$ cat config.mk
export PLATFORM = sky130hd
export DESIGN_NAME = apb_subsystem
export DESIGN_NICKNAME = d
export VERILOG_FILES = /design/src/rtl/apb_subsystem.sv
export SDC_FILE = /design/constraint.sdc
export NUM_CORES = 1
export LEC_CHECK = 0
export CAP_MARGIN = 30
export CORE_AREA = 2 2 245 247
export CTS_CLUSTER_SIZE = 30
export DETAILED_ROUTE_END_ITERATION = 12
export DIE_AREA = 0 0 247 249
export PLACE_DENSITY = 0.75
export SLEW_MARGIN = 20
export SYNTH_ARGS = -nofsm -noshare
export SYNTH_HDL_FRONTEND = slang
export SYNTH_SLANG_ARGS = --single-unit
$ cat constraint.sdc
create_clock -name PCLK -period 15.7 [get_ports PCLK]
set_input_delay 4.71 -clock PCLK [delete_from_list [all_inputs] [get_ports PCLK]]
set_output_delay 4.71 -clock PCLK [all_outputs]
set_load 0.01 [all_outputs]
$ cat src/rtl/apb_subsystem.sv
// apb_subsystem
//   Single-master APB fabric. A host request (transfer/write/addr/wdata) is
//   turned into one APB SETUP/ACCESS transaction. The address page
//   addr[31:12] selects one of five slots:
//     0x10000 -> slot 0: 16-word RAM, zero wait states
//     0x10001 -> slot 1: four-register peripheral A, one wait state
//     0x10002 -> slot 2: four-register peripheral B, one wait state
//     0x10003/4 -> slots 3/4: unpopulated, PSEL asserted, default response
//     any other page -> unmapped, no PSEL, default response
//
// Ports
//   PCLK      in   system clock, rising edge
//   PRESET    in   asynchronous active-high reset
//   transfer  in   request strobe, sampled only while the master is idle
//   write     in   1 = write, 0 = read (captured with transfer)
//   addr      in   byte address (captured with transfer)
//   wdata     in   write data (captured with transfer)
//   ready     out  one-cycle completion pulse
//   rdata     out  read data while ready=1 on a read, otherwise 0
module apb_subsystem #(
  parameter int RAM_WORDS = 16
) (
  input  logic        PCLK,
  input  logic        PRESET,
  input  logic        transfer,
  input  logic        write,
  input  logic [31:0] addr,
  input  logic [31:0] wdata,
  output logic        ready,
  output logic [31:0] rdata
);

  localparam int RAM_AW = (RAM_WORDS > 1) ? $clog2(RAM_WORDS) : 1;

  typedef enum logic [1:0] {S_IDLE, S_SETUP, S_ACCESS} state_t;

  state_t      state_q, state_d;
  logic [31:0] paddr_q, paddr_d;
  logic [31:0] pwdata_q, pwdata_d;
  logic        pwrite_q, pwrite_d;

  logic [4:0]  slot_hit;
  logic [4:0]  psel;
  logic        penable;
  logic        pready_mux;
  logic [31:0] prdata_mux;

  // Page decode of the held address; at most one bit set.
  always_comb begin
    slot_hit = '0;
    case (paddr_q[31:12])
      20'h10000: slot_hit = 5'b00001;
      20'h10001: slot_hit = 5'b00010;
      20'h10002: slot_hit = 5'b00100;
      20'h10003: slot_hit = 5'b01000;
      20'h10004: slot_hit = 5'b10000;
      default:   slot_hit = '0;
    endcase
  end

  assign psel    = (state_q == S_IDLE) ? 5'b00000 : slot_hit;
  assign penable = (state_q == S_ACCESS);

  // ---------------------------------------------------------------- RAM
  // Contents deliberately survive reset; byte offset and bits above the
  // word index are ignored so the array aliases every RAM_WORDS*4 bytes.
  logic [31:0]       ram_mem [RAM_WORDS];
  logic [RAM_AW-1:0] ram_idx;
  logic              ram_we;

  assign ram_idx = paddr_q[RAM_AW+1:2];
  assign ram_we  = psel[0] & penable & pwrite_q;

  always_ff @(posedge PCLK) begin
    if (ram_we) begin
      ram_mem[ram_idx] <= pwdata_q;
    end
  end

  // ------------------------------------------------- register peripherals
  logic [1:0]  per_pready;
  logic [31:0] per_prdata [2];

  for (genvar gi = 0; gi < 2; gi++) begin : g_per
    logic [31:0] regs_q [4];
    logic [31:0] regs_d [4];
    logic        pready_q, pready_d;
    logic        sel_acc;

    assign sel_acc = psel[gi+1] & penable;

    // pready_q rises after the first ACCESS cycle, giving exactly one wait
    // state, and self-clears on the completing edge.
    always_comb begin
      pready_d = sel_acc & ~pready_q;
      for (int i = 0; i < 4; i++) begin
        regs_d[i] = regs_q[i];
      end
      if (sel_acc & pready_q & pwrite_q) begin
        regs_d[paddr_q[3:2]] = pwdata_q;
      end
    end

    always_ff @(posedge PCLK or posedge PRESET) begin
      if (PRESET) begin
        pready_q <= 1'b0;
        for (int i = 0; i < 4; i++) begin
          regs_q[i] <= '0;
        end
      end else begin
        pready_q <= pready_d;
        for (int i = 0; i < 4; i++) begin
          regs_q[i] <= regs_d[i];
        end
      end
    end

    assign per_pready[gi] = pready_q;
    assign per_prdata[gi] = regs_q[paddr_q[3:2]];
  end

  // Response mux: anything without a real completer answers at once with 0.
  always_comb begin
    pready_mux = 1'b1;
    prdata_mux = '0;
    if (slot_hit[0]) begin
      pready_mux = psel[0] & penable;
      prdata_mux = ram_mem[ram_idx];
    end else if (slot_hit[1]) begin
      pready_mux = per_pready[0];
      prdata_mux = per_prdata[0];
    end else if (slot_hit[2]) begin
      pready_mux = per_pready[1];
      prdata_mux = per_prdata[1];
    end
  end

  // ---------------------------------------------------------- master FSM
  always_comb begin
    state_d  = state_q;
    paddr_d  = paddr_q;
    pwrite_d = pwrite_q;
    pwdata_d = pwdata_q;
    case (state_q)
      S_IDLE: begin
        if (transfer) begin
          state_d  = S_SETUP;
          paddr_d  = addr;
          pwrite_d = write;
          pwdata_d = wdata;
        end
      end
      S_SETUP:  state_d = S_ACCESS;
      S_ACCESS: if (pready_mux) state_d = S_IDLE;
      default:  state_d = S_IDLE;
    endcase
  end

  always_ff @(posedge PCLK or posedge PRESET) begin
    if (PRESET) begin
      state_q  <= S_IDLE;
      paddr_q  <= '0;
      pwrite_q <= 1'b0;
      pwdata_q <= '0;
    end else begin
      state_q  <= state_d;
      paddr_q  <= paddr_d;
      pwrite_q <= pwrite_d;
      pwdata_q <= pwdata_d;
    end
  end

  assign ready = (state_q == S_ACCESS) & pready_mux;
  assign rdata = (ready & ~pwrite_q) ? prdata_mux : 32'h0;

  // Address bits that no completer decodes.
  logic unused_paddr_bits;
  assign unused_paddr_bits = ^{paddr_q[11:RAM_AW+2], paddr_q[1:0]};

endmodule

==> summary.md <==
The run gives 0 as the count of instances resized after the clock tree is built. For the post-layout total power, the log shows 5.21 mW. The global-route wire length before repair was 115000 um.

Setup repair after global routing left no endpoint under its margin. In the layout the commonest cells are sky130_fd_sc_hd__edfxtp_1 (512), sky130_fd_sc_hd__dfrtp_1 (314), sky130_fd_sc_hd__mux2_2 (303). After the last flow step, the layout net total stands at 2035. The biggest area consumer among synthesized cells is sky130_fd_sc_hd__edfxtp_1. The share of async-settable or async-resettable flops after synthesis was 0.382; the critical path data required time was 10.99 ns. On the final layout, the worst clock skew is 0.0180 ns. The count of flip-flops with a built-in enable after synthesis was 512; the total of hold buffers inserted after clock tree synthesis was 0. The critical path goes through or4b_1 -> nor4_2 -> buf_4 -> buf_4 -> buf_12 -> nand4_1 -> a41oi_1 -> clkdlybuf4s50_1.

Height of the die: 249 um. The leakage component of the power is 14.7 nW, and the number of optimization iterations in the first detailed-route pass is 6. CTS built an H-tree with a depth of 3. Once placement completed, the tool counted placed cells totaling 2649. Buffers inserted during clock tree synthesis total 84. The number of nets in the synthesized netlist is 1923.

The headroom to the max-slew limit was 0.313. The sequential fraction of the synthesis area was 0.691. The worst setup path is launched from a register. Yosys attributes the largest share of cell area to sky130_fd_sc_hd__edfxtp_1 (46%), sky130_fd_sc_hd__dfrtp_1 (24%), sky130_fd_sc_hd__mux2_2 (10%).

The cell depth of the worst min-delay path came out at 1. The synthesis-stage register bit count is 829, and the largest driver fanout on the critical path is 51. Entering global routing, the biggest net connects 128 pins. The fraction of layout instances using a drive strength above 1 came out at 0.320. For the via total after detailed routing, the log shows 18146.

Yosys mapped the design onto 35 distinct sky130hd cell types. The most instantiated flip-flop cell in the synthesis netlist was sky130_fd_sc_hd__edfxtp_1. The run gives 1855 as the gate count after technology mapping. For the pin with the worst max-slew slack, the measured transition is 1.03 ns. For the finished layout, the period the worst path requires is 9.40 ns. The flow ran to the end, and the final reports show no timing, DRC or antenna violations. The logs give 106 MHz for the peak clock frequency supported by timing and 0.575 for the initial standard-cell utilization of the core. Max-cap violations in this run came to 0.

The total wire length is 75100 um, and the clock insertion delay at the later pin of the skew report is 0.62 ns. For the final routed database, the setup TNS stands at 0 ns. The total area inside the core boundary comes to 58700 sq um. Detailed placement ended at an HPWL of 42500 um. The logs give 0.249 for the combined global-route utilization of all metal layers and 101 for the count of pins on the block boundary. Critical path endpoint category: a primary output. The tools report the final setup violation count as 0. The tools report the number of cells in the finished layout apart from fillers as 2811. The cell repeated most along the worst path is sky130_fd_sc_hd__buf_4. The share of the synthesized area in the top cell type came out at 0.456.

Compared with the post-synthesis result, the final layout area differs by 14.6%. Clock-pin slew was measured on the worst setup and hold paths at 0.06 ns. The clock drives 829 sinks. At the worst endpoint, the arrival time is 4.69 ns.

In this run, the number of DRC markers left after iteration 0 of detailed routing was 1841. Dividing the detail-routed via count by the number of cells gives 6.46. Mean area per synthesized cell: 18.2 sq um.

TritonCTS built the clock tree. The number of global-route vias before repair came out at 18944. The maximum VDD drop was 0.000133 V; the post-route fraction of the period consumed by the critical path was 0.599. The congestion estimate from routability-driven global placement came to 0.751. The type of the tightest min-delay check is register to register. The critical path in this run is classified as register to primary output. The number of warnings reported in the yosys synthesis log is 0. Number of nets with antenna violations after routing: 0. For the worst flop-to-flop path, the logic depth is 8. The most frequent standard cell in the layout excluding fill and tap cells is sky130_fd_sc_hd__edfxtp_1.

The remaining global-route overflow was 0; the number of antenna violations at the first check in global routing was 0. 0 antenna diodes ended up in the layout. The final-report hold violation count is 0, and the width of the die is 247 um. The logs give 3 for the deepest clock path buffer count and 0 for the count of final max-slew check failures. In the routed design, unresolved DRC markers number 0. Among all stages on the critical path, the largest delay is contributed by sky130_fd_sc_hd__clkdlybuf4s50_1.

Dividing the detail-routed wire length by the instance count gives 26.7 um. The die covers 61500 sq um. The library cell used as clock root buffer was sky130_fd_sc_hd__clkbuf_16. The tools report the setup fix buffers added after clock tree synthesis as 0. In this run the power density over the cells is 135 nW/um^2.

The floorplan has 89 rows. The highest cell delay on the worst timing path was 0.61 ns; the area of the mapped netlist was 33700 sq um. The count of input and output buffers came out at 92.
[per-layer routing]
metal	GRT usage	routed length [um]	share of wire
met2	0.395	36300	0.48
met4	0.0730	1580	0.021
met1	0.360	31300	0.42
met5	0	0	0
met3	0.0413	5940	0.079
[cells by family (layout without fill, tap and decap cells)]
| family | count (synthesis) | count (layout) | share of synthesized area |
|---|---|---|---|
| DFF | 829 | 829 | 0.691 |
| muxes | 601 | 601 | 0.238 |
| AOI/OAI and AO/OA | 100 | 100 | 0.0234 |
| buffers and inverters | 130 | 313 | 0.0156 |
| and+or+nand+nor | 195 | 195 | 0.0319 |
[layout make-up]
| cell class | instances | area, sq um |
|---|---|---|
| inverters | 2 | 15.0 |
| flip-flops and latches | 829 | 23300 |
| clock buffers | 116 | 2410 |
| well taps | 773 | 967 |
| fillers | 3765 | 20000 |
| repair buffers | 154 | 1500 |
| multi-input cells | 896 | 10100 |
| clock inverters | 41 | 404 |
[worst paths after layout]
kind | startpoint | end | slack [ns]
setup / recovery | paddr_q[25] | rdata[28] | 6.30
hold / removal | g_per[1].regs_q[98] | g_per[1].regs_q[98] | 0.49
setup reg to reg | paddr_q[25] | ram_mem[10][7] | 11.04
hold reg to reg | g_per[1].regs_q[98] | g_per[1].regs_q[98] | 0.49
max in group asynchronous | PRESET | g_per[0].regs_q[17] | 9.62
min in group asynchronous | PRESET | g_per[0].regs_q[96] | 4.44
[worst max-delay path: cells and delay by family (launching register included)]
kind,cells,cell delay [ns]
AND/OR/NAND/NOR,3,1.09
buffers and inverters,4,2.12
flip-flops,1,0.37
AO/OA/AOI/OAI,1,0.44
[Yosys cell counts, drive strengths merged (2+ instances only)]
master and n:
a41oi 32, mux2 345, dfrtp 317, nor2b 3, nand2 6, nand3 98, nand4 41, or3 2
buf 50, nor3b 3, nor4 3, mux2i 128, inv 2, nor3 16, nor2 11, edfxtp 512
clkbuf 78, mux4 128, nand2b 3, and4 2, or4 3, a22oi 64
[state kept, by name (all words and copies together), names as in the netlist]
| name | count |
|---|---|
| paddr_q | 24 |
| state_q | 2 |
| g_per.regs_q | 256 |
| ram_mem | 512 |
| pwrite_q | 1 |
| pwdata_q | 32 |
| g_per.pready_q | 2 |
[per-stage QoR]
| step | cell area [sq um] | hold WS [ns] | util | worst slack, ns |
|---|---|---|---|---|
| 2_1_floorplan | 33700 | 0.453 | - | 2.22 |
| 3_3_place_gp | 35700 | 0.462 | 0.609 | 6.73 |
| 3_5_place_dp | 35800 | 0.480 | 0.609 | 6.71 |
| 4_1_cts | 38600 | 0.494 | 0.657 | 6.04 |
| 5_1_grt | 38700 | 0.500 | 0.659 | 6.13 |
| 6_report | 38700 | 0.488 | 0.659 | 6.30 |
[power by group]
part | leakage, nW | switching [mW] | internal, mW
Clock | 1.37 | 0.817 | 1.19
Sequential | 8.89 | 0.189 | 2.45
Combinational | 4.40 | 0.276 | 0.279
Note: power is estimated with default switching activity, not from simulation.
